--- src/rtl/axi_brom_pkg.sv ---
// Shared types and address-sequencing helper for the boot-ROM AXI read controller.
// next_addr works on a 32-bit address; callers zero-extend and truncate to their BRAM width.
package axi_brom_pkg;

  typedef enum logic [1:0] {
    BURST_FIXED = 2'd0,
    BURST_INCR  = 2'd1,
    BURST_WRAP  = 2'd2
  } burst_t;

  typedef enum logic [1:0] {
    ST_IDLE  = 2'd0,
    ST_ISSUE = 2'd1,
    ST_DRAIN = 2'd2
  } state_t;

  localparam logic [1:0] RESP_OKAY  = 2'b00;
  localparam int         ADDR_MAX_W = 32;

  // size must already be clamped to the line width by the caller.
  function automatic logic [ADDR_MAX_W-1:0] next_addr(
    input logic [ADDR_MAX_W-1:0] addr,
    input logic [2:0]            size,
    input logic [7:0]            len,
    input burst_t                burst
  );
    logic [ADDR_MAX_W-1:0] beat;
    logic [ADDR_MAX_W-1:0] incr;
    logic [ADDR_MAX_W-1:0] mask;
    logic                  wrap_ok;
    beat    = ADDR_MAX_W'(1) << size;
    incr    = addr + beat;
    mask    = ((ADDR_MAX_W'(len) + ADDR_MAX_W'(1)) << size) - ADDR_MAX_W'(1);
    wrap_ok = (len == 8'd1) || (len == 8'd3) || (len == 8'd7) || (len == 8'd15);
    next_addr = incr;
    if (burst == BURST_FIXED) begin
      next_addr = addr;
    end else if ((burst == BURST_WRAP) && wrap_ok) begin
      next_addr = (addr & ~mask) | (incr & mask);
    end
  endfunction

endpackage

--- src/rtl/brom_rsp_fifo.sv ---
// Three-entry response FIFO holding {rlast, rdata} for BRAM read returns.
// Upstream credit logic guarantees push never arrives while full.
module brom_rsp_fifo #(
  parameter int W = 129
) (
  input  logic         clk,
  input  logic         rst_n,
  input  logic         push,
  input  logic [W-1:0] din,
  input  logic         pop,
  output logic [W-1:0] dout,
  output logic [1:0]   count,
  output logic         empty
);
  localparam int DEPTH = 3;

  logic [W-1:0] mem [DEPTH];
  logic [1:0]   wr_ptr;
  logic [1:0]   rd_ptr;
  logic         do_pop;

  function automatic logic [1:0] ptr_inc(input logic [1:0] p);
    return (p == 2'd2) ? 2'd0 : p + 2'd1;
  endfunction

  assign do_pop = pop && (count != 2'd0);
  assign empty  = (count == 2'd0);
  assign dout   = mem[rd_ptr];

  always_ff @(posedge clk or negedge rst_n) begin
    if (!rst_n) begin
      wr_ptr <= 2'd0;
      rd_ptr <= 2'd0;
      count  <= 2'd0;
      for (int i = 0; i < DEPTH; i++) mem[i] <= '0;
    end else begin
      if (push) begin
        mem[wr_ptr] <= din;
        wr_ptr      <= ptr_inc(wr_ptr);
      end
      if (do_pop) rd_ptr <= ptr_inc(rd_ptr);
      case ({push, do_pop})
        2'b10:   count <= count + 2'd1;
        2'b01:   count <= count - 2'd1;
        default: count <= count;
      endcase
    end
  end

endmodule

--- src/rtl/axi_brom_rd_ctrl.sv ---
// AXI4 read-only slave feeding a native BRAM boot ROM; one burst outstanding at a time.
// Handshakes: a transfer occurs on a rising edge where valid && ready; valid never waits on ready.
module axi_brom_rd_ctrl
  import axi_brom_pkg::*;
#(
  parameter int MEM_DATA_WIDTH  = 128,
  parameter int BRAM_ADDR_WIDTH = 16,
  parameter int AXI_ADDR_WIDTH  = 32,
  parameter int ID_WIDTH        = 4
) (
  input  logic                       clka,
  input  logic                       rsta_n,
  input  logic [ID_WIDTH-1:0]        s_axi_arid,
  input  logic [AXI_ADDR_WIDTH-1:0]  s_axi_araddr,
  input  logic [7:0]                 s_axi_arlen,
  input  logic [2:0]                 s_axi_arsize,
  input  logic [1:0]                 s_axi_arburst,
  input  logic                       s_axi_arvalid,
  output logic                       s_axi_arready,
  output logic [ID_WIDTH-1:0]        s_axi_rid,
  output logic [MEM_DATA_WIDTH-1:0]  s_axi_rdata,
  output logic [1:0]                 s_axi_rresp,
  output logic                       s_axi_rlast,
  output logic                       s_axi_rvalid,
  input  logic                       s_axi_rready,
  output logic [BRAM_ADDR_WIDTH-1:0] bram_addr,
  output logic                       bram_en,
  input  logic [MEM_DATA_WIDTH-1:0]  bram_dout
);
  localparam int         LINE_OFFS = $clog2(MEM_DATA_WIDTH / 8);
  localparam logic [2:0] MAX_SIZE  = 3'(LINE_OFFS);

  state_t                     state_q, state_d;
  logic [ID_WIDTH-1:0]        id_q;
  logic [BRAM_ADDR_WIDTH-1:0] addr_q, addr_nx, start_addr, align_mask;
  logic [7:0]                 len_q, beat_q;
  logic [2:0]                 size_q, size_in;
  burst_t                     burst_q, burst_in;
  logic                       en_q, last_q, issue_last;
  logic [1:0]                 fifo_count;
  logic                       fifo_empty, pop;
  logic [MEM_DATA_WIDTH:0]    fifo_head;
  logic [ADDR_MAX_W-1:0]      nx_full;

  // Oversized beats collapse to a full line; upper AXI address bits alias.
  assign size_in    = (s_axi_arsize > MAX_SIZE) ? MAX_SIZE : s_axi_arsize;
  assign burst_in   = burst_t'(s_axi_arburst);
  assign align_mask = ~((BRAM_ADDR_WIDTH'(1) << size_in) - BRAM_ADDR_WIDTH'(1));
  assign start_addr = (burst_in == BURST_FIXED) ? s_axi_araddr[BRAM_ADDR_WIDTH-1:0]
                                                : (s_axi_araddr[BRAM_ADDR_WIDTH-1:0] & align_mask);
  assign nx_full    = next_addr(ADDR_MAX_W'(addr_q), size_q, len_q, burst_q);
  assign addr_nx    = nx_full[BRAM_ADDR_WIDTH-1:0];
  assign issue_last = (beat_q == len_q);
  assign bram_addr  = addr_q;

  assign s_axi_rvalid = !fifo_empty;
  assign s_axi_rdata  = fifo_head[MEM_DATA_WIDTH-1:0];
  assign s_axi_rlast  = fifo_head[MEM_DATA_WIDTH] && !fifo_empty;
  assign s_axi_rid    = id_q;
  assign s_axi_rresp  = RESP_OKAY;
  assign pop          = s_axi_rvalid && s_axi_rready;

  always_comb begin
    state_d       = state_q;
    s_axi_arready = 1'b0;
    bram_en       = 1'b0;
    case (state_q)
      ST_IDLE: begin
        s_axi_arready = 1'b1;
        if (s_axi_arvalid) state_d = ST_ISSUE;
      end
      ST_ISSUE: begin
        // Data already queued plus the read in flight must leave a free slot.
        bram_en = ({1'b0, fifo_count} + {2'b00, en_q}) < 3'd3;
        if (bram_en && issue_last) state_d = ST_DRAIN;
      end
      ST_DRAIN: begin
        if (pop && s_axi_rlast) state_d = ST_IDLE;
      end
      default: state_d = ST_IDLE;
    endcase
  end

  always_ff @(posedge clka or negedge rsta_n) begin
    if (!rsta_n) begin
      state_q <= ST_IDLE;
      id_q    <= '0;
      addr_q  <= '0;
      len_q   <= '0;
      size_q  <= '0;
      burst_q <= BURST_FIXED;
      beat_q  <= '0;
      en_q    <= 1'b0;
      last_q  <= 1'b0;
    end else begin
      state_q <= state_d;
      en_q    <= bram_en;
      last_q  <= bram_en && issue_last;
      if (s_axi_arvalid && s_axi_arready) begin
        id_q    <= s_axi_arid;
        addr_q  <= start_addr;
        len_q   <= s_axi_arlen;
        size_q  <= size_in;
        burst_q <= burst_in;
        beat_q  <= '0;
      end else if (bram_en) begin
        addr_q <= addr_nx;
        beat_q <= beat_q + 8'd1;
      end
    end
  end

  brom_rsp_fifo #(.W(MEM_DATA_WIDTH + 1)) u_fifo (
    .clk   (clka),
    .rst_n (rsta_n),
    .push  (en_q),
    .din   ({last_q, bram_dout}),
    .pop   (pop),
    .dout  (fifo_head),
    .count (fifo_count),
    .empty (fifo_empty)
  );

endmodule
--- config.mk ---
export PLATFORM = sky130hd
export DESIGN_NAME = axi_brom_rd_ctrl
export DESIGN_NICKNAME = d
export VERILOG_FILES = /design/src/rtl/axi_brom_pkg.sv /design/src/rtl/brom_rsp_fifo.sv /design/src/rtl/axi_brom_rd_ctrl.sv
export SDC_FILE = /design/constraint.sdc
export NUM_CORES = 1
export LEC_CHECK = 0
export ABC_CLOCK_PERIOD_IN_PS = 7100
export CAP_MARGIN = 5
export CORE_ASPECT_RATIO = 1.5
export CORE_MARGIN = 5
export CORE_UTILIZATION = 35
export DETAILED_ROUTE_END_ITERATION = 10
export PLACE_DENSITY = 0.52
export SYNTH_ARGS = -nofsm -noshare
export SYNTH_HDL_FRONTEND = slang
export SYNTH_SLANG_ARGS = --single-unit
--- constraint.sdc ---
create_clock -name clka -period 7.1 [get_ports clka]
set_clock_uncertainty 0.15 [all_clocks]
set_input_delay 1.775 -clock clka [delete_from_list [all_inputs] [get_ports clka]]
set_output_delay 1.775 -clock clka [all_outputs]
set_load 0.01 [all_outputs]
Word level (Yosys, flattened, before mapping)
Index checks and enable logic that the tools add are counted.
{ "word_totals": {"regBits": 438, "in_bits": 181, "elab_cells": 102} }
{ "classes": {"addsub": 10, "n_lt_le_gt_ge": 5, "n_eq_ne": 16, "shifts": 3, "muxes": 23, "bitwise": 8, "reduce_logical": 22} }
{ "ops": {"columns": ["cell", "n"], "rows": [
  ["bitwise mux 387 bit", 1],
  ["2-to-1 mux 129 bit", 3],
  ["binary-select mux 129 bit (select 2 bit)", 1],
  ["demux 129 bit (select 2 bit)", 1],
  ["2-to-1 mux 16 bit", 5],
  ["AND 16 bit", 3],
  ["NOT 16 bit", 2],
  ["<< shifter 1 x 3 -> 16 bit, first input constant", 2],
  ["adder 16 bit", 1],
  ["2-to-1 mux 8 bit", 2],
  ["OR 16 bit", 1],
  ["<< shifter 9 x 3 -> 16 bit", 1],
  ["subtractor 16 x 1 -> 16 bit, second input constant", 1],
  ["subtractor 16 x 2 -> 16 bit, second input constant", 1],
  ["equality test 2 bit, second input constant", 5],
  ["2-to-1 mux 2 bit", 5],
  ["adder 8 x 1 -> 9 bit, second input constant", 1],
  ["logical AND 1 bit", 9],
  ["adder 8 x 1 -> 8 bit, second input constant", 1],
  ["equality test 8 x 1 -> 1 bit, second input constant", 1],
  ["equality test 8 x 2 -> 1 bit, second input constant", 1],
  ["equality test 8 x 3 -> 1 bit, second input constant", 1],
  ["equality test 8 x 4 -> 1 bit, second input constant", 1],
  ["equality test 8 bit", 1],
  ["21 further kinds", 36]
]} }

Depth between registers and ports, before layout
Gate-level depths: netlist of run 1.
{ "logic_depth": {"depth_word": 10, "ltp_mapped": 17} }

Modules after synthesis
A second synthesis of run 1 with hierarchy kept.
{ "unflattened": {"cells_unflattened": 1745, "area_unflattened_um2": 21428.1} }
{ "modules_own_cells": {"columns": ["module", "instances", "cells_per_inst", "area_each_um2"], "rows": [
  ["brom_rsp_fifo", 1, 1271, 17618.1],
  ["axi_brom_rd_ctrl", 1, 474, 3809.9]
]} }

Least setup slack after synthesis of run 1
OpenSTA, ideal clock, no wires.
{ "synth_path": {"kind": "register to output", "start": "register u_fifo.rd_ptr[1]", "end": "output s_axi_rdata[110]", "t_arrival_ns": 1.661, "path_slack_ns": 3.514, "stages_incl_launch_ff": 6, "path_cell_list": "dfrtp_1 > clkbuf_1 > clkbuf_1 > buf_1 > mux2i_1 > o21ai_0"} }
{ "synth_between": {"elab_chain_len": 4} }
{ "synth_lines": {"columns": ["item", "line_no", "text"], "rows": [
  ["from (decl)", "brom_rsp_fifo.sv:19", "logic [1:0] rd_ptr;"],
  ["from (signal assigned)", "brom_rsp_fifo.sv:41", "if (do_pop) rd_ptr <= ptr_inc(rd_ptr);"],
  ["NOT 2 -> 3 bit (not written as such)", "brom_rsp_fifo.sv:28", "assign dout = mem[rd_ptr];"],
  ["binary-select mux 129 bit (select 2 bit)", "brom_rsp_fifo.sv:28", null],
  ["2-to-1 mux 129 bit (not written as such) (2 in series)", "brom_rsp_fifo.sv:28", null],
  ["to (decl)", "axi_brom_rd_ctrl.sv:21", "output logic [MEM_DATA_WIDTH-1:0] s_axi_rdata,"]
]} }
No other way between the ends. The select of a mux whose other input is x is not followed.

Worst setup path after layout of run 1
{ "layout_path": {"start": "register u_fifo.rd_ptr[1]", "end": "output s_axi_rdata[109]"} }
Same word-level chain as after synthesis.

==> results of run 1 <==
cells in the final DEF, fill, tap and decap left out, drive strengths merged, types with 5 or more instances in the layout:
cell and n:
dfrtp 438, mux2 389, clkdlybuf4s50 315, nand2 208, o21ai 159, mux2i 134
clkbuf 73, nor2 50, a21oi 30, inv 21, xnor2 20, buf 20
xor2 18, ha 15, nand3 15, nor3 12, nand2b 9, a31oi 8
o211ai 8, nor2b 8, and3 8, nor4 7, diode 6, a211oi 5
o22ai 5, a21o 5, nand4 5, and2 5, or4 5, or3 5
clkinv 5
sequential cells by signal (all words and copies together) (netlist names), named ones only:
| signal | flops |
|---|---|
| en_q | 1 |
| beat_q | 8 |
| u_fifo.count | 2 |
| burst_q | 2 |
| s_axi_rid | 4 |
| len_q | 8 |
| size_q | 3 |
| last_q | 1 |
| u_fifo.mem | 387 |
| u_fifo.rd_ptr | 2 |
| state_q | 2 |
| u_fifo.wr_ptr | 2 |
per-stage QoR:
step                      setup WS (ps)  instance area, um2  power (W)  hold WS [ps]   util
after floorplan                    3510               21000    0.00871           298      -
after detailed placement           2320               24900     0.0117           316  0.417
after global placement             2350               24900     0.0115           311  0.417
after CTS                          1660               26400     0.0142           326  0.442
after global routing               1610               26400     0.0149           342  0.442
final                              1830               26400     0.0139           323  0.442
cell usage after synthesis (all sizes together), types with 3 or more instances:
cell and instances:
a2111oi 4, nor3 12, and2 5, a221o 4, a211oi 5, and3 8
clkbuf 83, o221ai 4, dfrtp 438, nand2 208, nand3 15, o21ai 159
a31oi 8, o211a 4, mux2i 134, or4 5, a41oi 3, ha 15
o22ai 5, xor2 18, xnor2 20, a21o 5, or3 5, buf 34
nor2b 8, o211ai 8, o31ai 3, a21oi 30, a22oi 3, nor4 7
nand2b 9, nand4 5, nor3b 3, inv 21, nor2 50, or2 4
mux2 389
critical path, cell delays in order, from the launching register on:
cell and delay (ps):
dfrtp_4 700, nor2b_4 760, buf_4 470, nand2_1 100, o21ai_0 100, clkdlybuf4s50_1 620
cell families (layout without fill, tap and decap cells):
family                   count (synthesis)  count (layout)  share of synthesized area
buffers and inverters                  138             437                     0.0275
AO/OA/AOI/OAI                          267             267                     0.0759
XOR/XNOR                                38              38                     0.0162
flip-flops                             438             438                      0.522
other                                    1               8                   0.000179
adder cells (fa/ha/maj)                 16              16                    0.00989
multiplexers                           523             523                      0.272
AND/OR/NAND/NOR                        352             352                     0.0761
power groups by stage:
stage / sequential [W] / clock, W / combinational (W)
after floorplan: 0.00431 / 0 / 0.00440
after global placement: 0.00456 / 0 / 0.00698
after detailed placement: 0.00465 / 0 / 0.00707
after CTS: 0.00461 / 0.00246 / 0.00710
after global routing: 0.00477 / 0.00254 / 0.00758
final: 0.00461 / 0.00235 / 0.00696
area by class of cell:
class | instances | area, um2
Antenna cell | 6 | 15.0
Multi-Input combinational cell | 1198 | 9500
Fill cell | 5668 | 33300
Tap cell | 784 | 981
Clock buffer | 73 | 1340
Sequential cell | 438 | 11000
Timing Repair Buffer | 335 | 3390
Clock inverter | 8 | 115
Inverter | 21 | 78.8
final timing paths:
kind | startpoint | cells after the start | slack (ps) | end
setup / recovery | u_fifo.rd_ptr[1]$_DFFE_PN0P_ | 5 | 1830 | s_axi_rdata[109]
hold / removal | s_axi_rid[2]$_DFFE_PN0P_ | 2 | 320 | s_axi_rid[2]$_DFFE_PN0P_
setup reg to reg | size_q[1]$_DFFE_PN0P_ | 15 | 2880 | flip-flop
hold reg to reg | s_axi_rid[2]$_DFFE_PN0P_ | 2 | 320 | s_axi_rid[2]$_DFFE_PN0P_
max in group asynchronous | rsta_n | 2 | 4140 | u_fifo.mem[154]$_DFFE_PN0P_
min in group asynchronous | rsta_n | 1 | 1060 | async pin
per-layer routing:
layer / track usage / wire length, um
met1: 0.217 / 24500
met2: 0.323 / 30900
met3: 0.0338 / 2640
met4: 0.0536 / 1520
met5: 0 / 13
==> flow_summary_export.csv, run 1 <==
group,metric,value,unit
synth,yosysSeqAreaShare,0.522,
route,drtIter0Drc,727,
outcome,status,"finished, final reports clean",
timing,finalHoldViolations,0,
placement,port-buffer-count,316,
timing,period_share,0.742,
placement,dp_hpwl,38800,um
cts,numCtsBuffers,46,
timing,drv_slew,0,
critical_path,cp-end-kind,"output port",
timing,setup_viol,0,
route,antenna_left,0,
timing,worstMarginPinSlew,1070,ps
placement,dp_cells,2776,
timing,totalNegativeSetupSlack,0,ps
cts,cts_tree,"built",
critical_path,worstPathRequired,5180,ps
global_routing,grt_start_max_net_pins,187,
power,seqPwrFrac,0.331,
critical_path,startpoint_type,"flip-flop",
synth,synth_async_sr_flop_share,1.00,
route,vias,14700,
critical_path,path_max_fanout,29,
synth,yosys.area.top_type_share,0.522,
route,drt-pass1-iter-count,5,
route,wl_per_cell,20.8,um
synth,synth_ff_type,"dfrtp_1",
floorplanning,rows,110,
placement,place.gp.congestion,0.870,
layout,nets,2237,
global_routing,grt_overflow,0,
route,drc,0,
power,p_per_area,528,nW/um2
power,swShare,0.369,
cts,htree_levels,2,
synth,synth_top_area_cell,"dfrtp_1",
floorplanning,dieArea,65100,um2
cts,root_buffer,"clkbuf_16",
timing,finalCriticalPeriod,5270,ps
route,viasPerCell,5.14,
synth,syn_inst,1773,
worst_hold_path,hold_path.class,"flip-flop to flip-flop",
power,p_leak,10.8,nW
floorplanning,die_h,310,um
timing,max_freq,190,MHz
timing,slew_headroom,0.288,
layout,finalNonFillerCells,2863,
cts,cts_buffer_depth,3,
cts,postCtsSetupRepairBufs,0,
cts,cts_num_sinks,438,
layout,area_growth,25.6,%
power,internal_power,0.00878,W
cts,cts.repair.resized,0,
critical_path,critPathKind,"flip-flop to output port",
floorplanning,core,59700,um2
job,max_cap_violations,0,
power,comb_power_share,0.500,
floorplanning,initial_core_util,0.352,
layout,final_layout_size_suffix_gt1_frac,0.240,
cts,clk_latency,570,ps
synth,synth.ff_latch_count,438,
cts,clkSlewWorstSetupHoldPaths,60,ps
power,peakVddDrop,0.000266,V
global_routing,grt_pass1_vias,15600,
power,clock_power_share,0.168,
synth,yosys_warnings,0,
power,p_sw,0.00514,W
synth,syn_avg_cell_area,11.8,um2
synth,synth.area.top_cells,"dfrtp_1, mux2_2, mux2i_1",
route,wl,59600,um
global_routing,grtUsageTotal,0.179,
floorplanning,die_x,210,um
floorplanning,io_pins,335,
global_routing,grt_pass1_wl,92500,um
synth,synthesis.area,21000,um2
critical_path,critPathArrivalTime,3340,ps
synth,synth_cell_type_count,78,
synth,synth_edf_count,0,
cts,hold_buffers,0,
timing,rsz0062_at_grt,"no",
global_routing,antenna_found_initial,7,
Note: power is estimated with default switching activity, not from simulation.
==> run 2: changes to the inputs <==
ABC_CLOCK_PERIOD_IN_PS = 5460   (was 7100)
clock period = 5.46 ns   (was 7.1 ns; I/O delays follow)
==> flow_summary_export.csv, run 2 (synthesis results as in run 1) <==
group,metric,value,unit
timing,fin_ws,832,ps
cts,postCtsSetupRepairBufs,0,
timing,finalCriticalPeriod,4630,ps
power,peakVddDrop,0.000755,V
power,seqPwrFrac,0.325,
floorplanning,initial_core_util,0.352,
placement,placed_cell_area,25000,um2
floorplanning,rows,110,
floorplanning,die_x,210,um
global_routing,grt_pass1_vias,15800,
outcome,status,"finished, final reports clean",
timing,finalHoldViolations,0,
placement,dp_hpwl,39800,um
cts,cts_num_sinks,438,
critical_path,critPathSlowestCell,"dfrtp_4",
critical_path,crit_family,"buffers and inverters",
global_routing,grt_overflow,0,
cts,root_buffer,"clkbuf_16",
critical_path,path_max_fanout,33,
timing,rsz0062_at_grt,"no",
layout,layout_commonest_cell,"dfrtp_1",
route,drtIter0Drc,681,
cts,hold_buffers,0,
critical_path,max_stage_delay,800,ps
layout,nets,2241,
cts,htree_levels,2,
placement,port-buffer-count,316,
floorplanning,core,59700,um2
critical_path,cp_num_buf_inv,2,
floorplanning,dieArea,65100,um2
layout,reg_top3,"u_fifo.mem (387), beat_q (8), len_q (8)",
cts,clkSlewWorstSetupHoldPaths,60,ps
layout,post-route-util,0.445,
critical_path,worstPathRequired,3940,ps
cts,clk_latency,570,ps
floorplanning,io_pins,335,
cts,cts.repair.resized,0,
critical_path,critPathArrivalTime,3110,ps
timing,slew_headroom,0.389,
route,wl_per_cell,20.9,um
route,wl,60000,um
timing,worstMarginPinSlew,916,ps
layout,regMostFlops,"u_fifo.mem",
cts,numCtsBuffers,46,
power,clock_power_share,0.175,
power,p_per_area,687,nW/um2
layout,stdcell_area,26600,um2
worst_hold_path,hold_path.class,"flip-flop to flip-flop",
global_routing,grtUsageTotal,0.181,
critical_path,cp_cell_sequence,"buf_4, mux2i_1, o21ai_0, clkdlybuf4s50_1",
power,comb_power_share,0.500,
cts,cts_buffer_depth,3,
layout,final_layout_size_suffix_gt1_frac,0.248,
timing,period_share,0.848,
timing,drv_slew,0,
job,max_cap_violations,0,
power,p_sw,0.00676,W
critical_path,critPathKind,"flip-flop to output port",
layout,layout_common_cells,"dfrtp_1, mux2_2, clkdlybuf4s50_1",
floorplanning,die_h,310,um
global_routing,grt_pass1_wl,93300,um
timing,totalNegativeSetupSlack,0,ps
route,viasPerCell,5.16,
route,vias,14800,
global_routing,antenna_found_initial,6,
route,antenna_left,0,
layout,area_growth,26.4,%
global_routing,grt_start_max_net_pins,116,
critical_path,cp-end-kind,"output port",
power,p_leak,10.9,nW
timing,max_freq,216,MHz
layout,largest_reg_flops,387,
placement,place.gp.congestion,0.884,
power,swShare,0.371,
placement,dp_slack,1380,ps
critical_path,startpoint_type,"flip-flop",
route,drt-pass1-iter-count,5,
power,internal_power,0.0115,W
route,drc,0,
timing,setup_viol,0,
cts,cts_tree,"built",
run 2: layer usage:
layer	share of wire	routed length, um	up-vias	track usage
met5	0	0	-	0
met4	0.029	1770	0	0.0563
met3	0.046	2750	94	0.0335
met2	0.52	31000	361	0.326
met1	0.41	24500	7526	0.219
li1	-	-	6840	-
run 2: path summary, 6_finish.rpt:
check	depth (start not counted)	startpoint	endpoint	slack (ps)
setup / recovery	4	u_fifo.rd_ptr[1]$_DFFE_PN0P_	s_axi_rdata[30]	830
hold / removal	2	s_axi_rid[2]$_DFFE_PN0P_	s_axi_rid[2]$_DFFE_PN0P_	330
setup reg to reg	9	len_q[0]$_DFFE_PN0P_	flip-flop	1360
hold reg to reg	2	s_axi_rid[2]$_DFFE_PN0P_	s_axi_rid[2]$_DFFE_PN0P_	330
max in group asynchronous	2	rsta_n	u_fifo.mem[144]$_DFFE_PN0P_	3400
min in group asynchronous	1	rsta_n	async pin	670
run 2: layout make-up:
class                   instances  area [um2]
flip-flops and latches        438       11000
diodes                          6        15.0
multi-input cells            1198        9500
fillers                      5589       33200
inverters                      21        78.8
clock inverters                16         171
clock buffers                  68        1380
repair buffers                339        3470
well taps                     784         981
run 2: metrics by stage:
step                      instances  hold WS, ps  total power, W
after floorplan                1774          298          0.0113
after global placement         2780          308          0.0150
after detailed placement       2780          311          0.0153
after CTS                      2864          326          0.0186
after global routing           2867          347          0.0195
final                          2870          326          0.0183
run 2: worst reg2reg max path: cells and delay by family, from the launching register on:
kind / cells / cell delay (ps)
AO/OA/AOI/OAI: 5 / 1700
adder cells (fa/ha/maj): 1 / 420
flip-flops: 1 / 750
AND/OR/NAND/NOR: 3 / 910
run 2: power by group through the flow:
stage | sequential [W] | clock [W] | combinational (W)
floorplan | 0.00561 | 0 | 0.00572
global placement | 0.00589 | 0 | 0.00915
detailed placement | 0.00599 | 0 | 0.00926
CTS | 0.00593 | 0.00332 | 0.00930
global route | 0.00614 | 0.00344 | 0.00991
finish | 0.00594 | 0.00319 | 0.00913
